## src/rtl/audio_pkg.sv

```systemverilog
// Shared constants, state type and helpers for the microphone level meter.
package audio_pkg;

  localparam int MID_DEFAULT    = 2048;
  localparam int STEP_DEFAULT   = 227;
  localparam int WINDOW_DEFAULT = 4000;

  localparam int LEVEL_MAX = 9;
  localparam int LEVEL_W   = 4;
  localparam int SAMPLE_W  = 12;
  localparam int LED_W     = LEVEL_MAX;
  localparam int CNT_W     = 16;

  typedef enum logic {
    ACCUM,
    EVAL
  } meter_state_e;

  // Thermometer bar: bit i lit iff i < lvl.
  function automatic logic [LED_W-1:0] level_to_bar(input logic [LEVEL_W-1:0] lvl);
    logic [LED_W-1:0] bar;
    for (int i = 0; i < LED_W; i++) begin
      bar[i] = (i < int'(lvl));
    end
    return bar;
  endfunction

endpackage

```

## src/rtl/mic_level_meter_if.sv

```systemverilog
// Sample stream in, level/bar display out.
interface mic_level_meter_if;
  import audio_pkg::*;

  logic                sample_clk;
  logic [SAMPLE_W-1:0] sample;
  logic [LEVEL_W-1:0]  level;
  logic [LED_W-1:0]    led;
  logic                level_valid;

  modport master (
    output sample_clk, sample,
    input  level, led, level_valid
  );

  modport slave (
    input  sample_clk, sample,
    output level, led, level_valid
  );

endinterface

```

## src/rtl/edge_sync.sv

```systemverilog
// Two-flop synchroniser with a one-clock rising-edge pulse; usable for any slow strobe.
module edge_sync (
  input  logic clock,
  input  logic rst_n,
  input  logic async_in,
  output logic rise
);

  logic meta_q, sync_q, sync_d;

  always_ff @(posedge clock or negedge rst_n) begin
    if (!rst_n) begin
      meta_q <= 1'b0;
      sync_q <= 1'b0;
      sync_d <= 1'b0;
    end else begin
      meta_q <= async_in;
      sync_q <= meta_q;
      sync_d <= sync_q;
    end
  end

  assign rise = sync_q & ~sync_d;

endmodule

```

## src/rtl/mic_level_meter.sv

```systemverilog
// Peak-hold volume meter: windowed peak amplitude quantised to 0..9 with one-step decay.
// state | meaning
// ACCUM | collecting samples into the running window peak
// EVAL  | one cycle: quantise closing peak, update level/led, pulse level_valid
module mic_level_meter
  import audio_pkg::*;
#(
  parameter int MID    = MID_DEFAULT,
  parameter int STEP   = STEP_DEFAULT,
  parameter int WINDOW = WINDOW_DEFAULT
) (
  input logic           clock,
  input logic           rst_n,
  mic_level_meter_if.slave bus
);

  localparam logic [SAMPLE_W-1:0] MID_V = SAMPLE_W'(MID);
  localparam logic [CNT_W-1:0]    LAST  = CNT_W'(WINDOW - 1);

  meter_state_e state, state_next;

  logic                tick;
  logic                close;
  logic                eval;
  logic [SAMPLE_W-1:0] amp;
  logic [SAMPLE_W-1:0] peak;
  logic [SAMPLE_W-1:0] peak_upd;
  logic [SAMPLE_W-1:0] closing_peak;
  logic [CNT_W-1:0]    win_cnt;
  logic [LEVEL_W-1:0]  new_level;
  logic [LEVEL_W-1:0]  level_next;
  logic [LEVEL_W-1:0]  level_q;
  logic [LED_W-1:0]    led_q;
  logic                valid_q;

  edge_sync u_sample_sync (
    .clock    (clock),
    .rst_n    (rst_n),
    .async_in (bus.sample_clk),
    .rise     (tick)
  );

  always_comb begin
    amp      = (bus.sample >= MID_V) ? (bus.sample - MID_V) : (MID_V - bus.sample);
    peak_upd = (amp > peak) ? amp : peak;
    close    = tick && (win_cnt == LAST);
  end

  // The closing sample is folded into closing_peak while the running peak restarts.
  always_ff @(posedge clock or negedge rst_n) begin
    if (!rst_n) begin
      peak         <= '0;
      win_cnt      <= '0;
      closing_peak <= '0;
    end else if (tick) begin
      if (close) begin
        closing_peak <= peak_upd;
        peak         <= '0;
        win_cnt      <= '0;
      end else begin
        peak    <= peak_upd;
        win_cnt <= win_cnt + CNT_W'(1);
      end
    end
  end

  always_ff @(posedge clock or negedge rst_n) begin
    if (!rst_n) state <= ACCUM;
    else        state <= state_next;
  end

  always_comb begin
    state_next = state;
    eval       = 1'b0;
    case (state)
      ACCUM: if (close) state_next = EVAL;
      EVAL: begin
        eval       = 1'b1;
        state_next = ACCUM;
      end
      default: state_next = ACCUM;
    endcase
  end

  always_comb begin
    new_level = '0;
    for (int k = 1; k <= LEVEL_MAX; k++) begin
      if (int'(closing_peak) >= k * STEP) new_level = new_level + LEVEL_W'(1);
    end
    level_next = (new_level >= level_q) ? new_level : (level_q - LEVEL_W'(1));
  end

  always_ff @(posedge clock or negedge rst_n) begin
    if (!rst_n) begin
      level_q <= '0;
      led_q   <= '0;
      valid_q <= 1'b0;
    end else begin
      valid_q <= eval;
      if (eval) begin
        level_q <= level_next;
        led_q   <= level_to_bar(level_next);
      end
    end
  end

  assign bus.level       = level_q;
  assign bus.led         = led_q;
  assign bus.level_valid = valid_q;

endmodule

```

## src/flat_wrapper.sv

```systemverilog
// flat-port wrapper written by rule: the top's interface ports become plain ports
module mic_level_meter_flat import audio_pkg::*;
#(
  parameter int MID    = MID_DEFAULT,
  parameter int STEP   = STEP_DEFAULT,
  parameter int WINDOW = WINDOW_DEFAULT
)
  (clock, rst_n, bus_sample_clk, bus_sample, bus_level, bus_led, bus_level_valid);
  mic_level_meter_if bus_i ();
  input logic clock;
  input logic rst_n;
  input wire logic [$bits(bus_i.sample_clk)-1:0] bus_sample_clk;
  input wire logic [$bits(bus_i.sample)-1:0] bus_sample;
  output wire logic [$bits(bus_i.level)-1:0] bus_level;
  output wire logic [$bits(bus_i.led)-1:0] bus_led;
  output wire logic [$bits(bus_i.level_valid)-1:0] bus_level_valid;
  assign bus_i.sample_clk = bus_sample_clk;
  assign bus_i.sample = bus_sample;
  assign bus_level = bus_i.level;
  assign bus_led = bus_i.led;
  assign bus_level_valid = bus_i.level_valid;
  mic_level_meter #(.MID(MID), .STEP(STEP), .WINDOW(WINDOW)) u_core (.clock(clock), .rst_n(rst_n), .bus(bus_i));
endmodule
```

## config.mk

```make
export PLATFORM = sky130hd
export DESIGN_NAME = mic_level_meter_flat
export DESIGN_NICKNAME = d
export VERILOG_FILES = /design/src/rtl/audio_pkg.sv /design/src/rtl/mic_level_meter_if.sv /design/src/rtl/edge_sync.sv /design/src/rtl/mic_level_meter.sv /design/src/flat_wrapper.sv
export SDC_FILE = /design/constraint.sdc
export NUM_CORES = 1
export LEC_CHECK = 0
export ABC_AREA = 1
export CAP_MARGIN = 0
export CELL_PAD_IN_SITES_DETAIL_PLACEMENT = 2
export CELL_PAD_IN_SITES_GLOBAL_PLACEMENT = 2
export CORE_UTILIZATION = 35
export DETAILED_ROUTE_END_ITERATION = 10
export GPL_TIMING_DRIVEN = 1
export PLACE_DENSITY_LB_ADDON = 0.1
export REMOVE_ABC_BUFFERS = 1
export SKIP_CTS_REPAIR_TIMING = 1
export SLEW_MARGIN = 20
export SYNTH_ARGS = -nofsm -noshare
export SYNTH_HDL_FRONTEND = slang
export SYNTH_HIERARCHICAL = 1
export SYNTH_SLANG_ARGS = --single-unit
```

## constraint.sdc

```tcl
create_clock -name clock -period 12.4 [get_ports clock]
set_clock_uncertainty 0.15 [all_clocks]
set_input_delay 2.48 -clock clock [delete_from_list [all_inputs] [get_ports clock]]
set_output_delay 2.48 -clock clock [all_outputs]
set_load 0.005 [all_outputs]
```

==> flow_metrics.py <==
metrics = {
    "synthesis": {
        "synth_adder_area_share_pct": 8.13,
        "synth_edf_count": 0,
        "post_synth_mux_area_share_pct": 0,
        "cell_types_occupying_the_most_area_after_synthesis": "sky130_fd_sc_hd__dfrtp_1, sky130_fd_sc_hd__nand2_1, sky130_fd_sc_hd__ha_1",
        "synth-compound-area-share_pct": 12.0,
        "yosysUniqueCellTypes": 42,
        "post_synth_instance_area_mm2": 0.00416,
        "area_share_of_the_largest_cell_type_after_synthesis_pct": 34.3,
        "syn_avg_cell_area_um2": 7.18,
        "synth_top_family_by_area": "simple AND/OR/NAND/NOR gates",
        "synth_seq_cells": 57,
        "seq_area_frac_synth_pct": 34.3,
        "yosys.area_share.simple_pct": 33.1,
        "synthArstFlopShare_pct": 100,
        "xor_and_xnor_fraction_of_the_mapped_netlist_area_pct": 2.95,
        "number_of_warnings_issued_by_yosys": 6,
        "leading_area_contributor_after_synthesis": "sky130_fd_sc_hd__dfrtp_1",
        "yosys_most_used_dff": "sky130_fd_sc_hd__dfrtp_1",
        "synthesis.instances": 579,
    },
    "layout": {
        "final_cell_mix": "sky130_fd_sc_hd__nand2_1, sky130_fd_sc_hd__inv_1, sky130_fd_sc_hd__dfrtp_1",
        "layout.cells.most_common": "sky130_fd_sc_hd__nand2_1",
        "stdcell_area_mm2": 0.00484,
        "syn_to_final_growth_pct": 16.4,
        "final_net_count": 649,
        "drive_above_1_share_pct": 8.99,
        "post_layout_utilization_of_the_core_pct": 42.0,
        "diodes": 0,
    },
    "placed_design": {
        "routabilityCongestion": 0.788,
        "dp_worst_slack_ps": 5370,
        "detailed_place.area_mm2": 0.00456,
        "half_perimeter_wire_length_after_placement_um": 9440,
        "place.port_buffers": 28,
    },
    "grt": {
        "antenna_found_initial": 0,
        "vias_in_the_first_global_route": 4327,
        "grt-ovfl-total": 0,
        "grt_pass1_wl_um": 20800,
        "grt_usage_pct": 21.0,
        "grt_max_degree": 58,
    },
    "sta": {
        "maxSlewViolCount": 0,
        "fin_ws_ps": 5400,
        "worst_slew_pin_slew_ps": 892,
        "finalSetupTns_ps": 0,
        "layout_min_cycle_time_ps": 7000,
        "period_share_pct": 56.5,
        "grt_setup_unrepaired": "no",
        "hold_viol_final": 0,
        "finalSetupViolations": 0,
        "fmax_mhz": 143,
        "maxSlewHeadroom_pct": 40.4,
    },
    "setup_path": {
        "worstSetupEndpointType": "flip-flop",
        "worst_setup_path_start_kind": "flip-flop",
        "critical-path-slowest-cell": "sky130_fd_sc_hd__dfrtp_1",
        "critPathMostFrequentCell": "sky130_fd_sc_hd__nand2_1",
        "setup.worst_path.class": "flip-flop to flip-flop",
        "critical_path_peak_fanout": 9,
        "regToRegSetupSlack_ps": 5400,
        "arrival_ps": 7070,
        "rr_worst_depth": 43,
        "reg2reg_from": "u_core/closing_peak[7]$_DFFE_PN0P_",
        "max_stage_delay_ps": 500,
        "regToRegEndpoint": "u_core/bus.led[0]$_DFFE_PN0P_",
        "crit_required_ps": 12470,
    },
    "pwr": {
        "power.total_uw": 635,
        "p_leak_nw": 2.46,
        "worst_ir_drop_vdd_mv": 0.0832,
        "pwr_density_cell_mw_per_mm2": 131,
    },
    "cts": {
        "clk_transition_reported_paths_ps": 50,
        "cts-root-to-sink-buffers": 2,
        "htree_num_levels": 3,
        "cts_sinks": 57,
        "clk_latency_ps": 330,
        "cts_tree": "built",
        "root_buffer": "sky130_fd_sc_hd__clkbuf_16",
        "num_cts_buffers": 9,
    },
    "outcome": {
        "outcome": "finished, violations left",
        "failed_checks": "DRC",
    },
    "run": {
        "max_capacitance_violation_count": 0,
    },
    "detailed_routing": {
        "first_iter_violations": 123,
        "route.final.wire_length_um": 11800,
        "routedWlPerCell_um": 15.7,
        "via_count": 3931,
        "remaining_drcs": 2,
        "post_drt_via_cell_ratio": 5.21,
        "ant_nets": 0,
        "firstDrtPassIters": 7,
    },
    "die": {
        "placementRows": 39,
        "io_pins": 29,
        "initial_utilization_pct": 36.1,
        "fp.dieW_um": 111,
        "design.core.area_mm2": 0.0115,
        "fp.dieArea_mm2": 0.0123,
        "chipHeight_um": 111,
    },
    "min_path": {
        "timing.hold.worst_path_depth": 0,
        "worst_hold_path.endpoint": "u_core/u_sample_sync/sync_q$_DFF_PN0_",
        "worstHoldStart": "u_core/u_sample_sync/meta_q$_DFF_PN0_",
        "holdCritPathClass": "flip-flop to flip-flop",
    },
}
[per-stage QoR]
| stage | hold slack (ps) | std cells |
|---|---|---|
| after floorplan | 181 | 567 |
| after global placement | 191 | 739 |
| after detailed placement | 195 | 739 |
| after CTS | 211 | 755 |
| after global routing | 221 | 755 |
| final | 209 | 755 |
[registers in the layout, indices dropped and copies added (netlist names), 3 cells and up]
register	count
u_core/bus.led	9
u_core/bus.level	3
u_core/closing_peak	12
u_core/peak	12
u_core/win_cnt	16
[per-layer routing]
metal	GRT usage, %	part of all wire (%)	vias up
met4	8.22	1.9	0
li1	-	-	1970
met5	0	0	-
met2	36.3	49	32
met3	2.62	1.4	14
met1	26.7	48	1915
[Yosys cell counts, drive strengths merged (3+ instances only)]
cell type and number:
xnor2 8, xor2 6, nor3 14, nor2 49
nand2 150, nor4 4, dfrtp 57, a21oi 21
nand4 13, o21ai 38, o22ai 12, ha 27
clkbuf 7, buf 5, inv 87, or2 5
nand3 55, o211ai 3
[area by class of cell]
cell class                 count  area [um^2]
clock buffer                  10          239
clock inverter                 6         43.8
fill                        1373         6680
inverter                      89          334
multi-input combinational    421         2330
sequential                    57         1430
tap                          143          179
timing repair buffer          29          283
[worst max-delay path: cells and delay by family (launching register included)]
family,cells,cell delay (ps)
compound gates,1,150
fa+ha+maj,8,2270
buf+inv,8,660
flops,1,500
simple gates,26,3170
[worst max-delay path by stage]
| stage | from | to | slack, ps | cells past startpoint |
|---|---|---|---|---|
| global route | u_core/closing_peak[7]$_DFFE_PN0P_ | u_core/bus.led[5]$_DFFE_PN0P_ | 4770 | 43 |
| floorplan | u_core/closing_peak[7]$_DFFE_PN0P_ | u_core/bus.led[0]$_DFFE_PN0P_ | 6270 | 43 |
| CTS | u_core/closing_peak[7]$_DFFE_PN0P_ | u_core/bus.led[0]$_DFFE_PN0P_ | 5370 | 43 |
| finish | u_core/closing_peak[7]$_DFFE_PN0P_ | u_core/bus.led[0]$_DFFE_PN0P_ | 5400 | 43 |
| detailed placement | u_core/closing_peak[7]$_DFFE_PN0P_ | u_core/bus.led[5]$_DFFE_PN0P_ | 5370 | 43 |
| global placement | u_core/closing_peak[7]$_DFFE_PN0P_ | u_core/bus.led[0]$_DFFE_PN0P_ | 5830 | 43 |
[report_power, final]
group | internal (mW) | switching (mW) | total [mW]
Sequential | 0.213 | 0.0147 | 0.228
Combinational | 0.0608 | 0.117 | 0.177
Clock | 0.140 | 0.0901 | 0.230
Total | 0.414 | 0.221 | 0.635
[cell families after synthesis]
kind of cell,after synthesis
DFF,57
xor gates and xnor gates,14
adders and majority gates,27
buffers and inverters,101
and+or+nand+nor,294
AOI/OAI and AO/OA,86
Note: power is estimated with default switching activity, not from simulation.
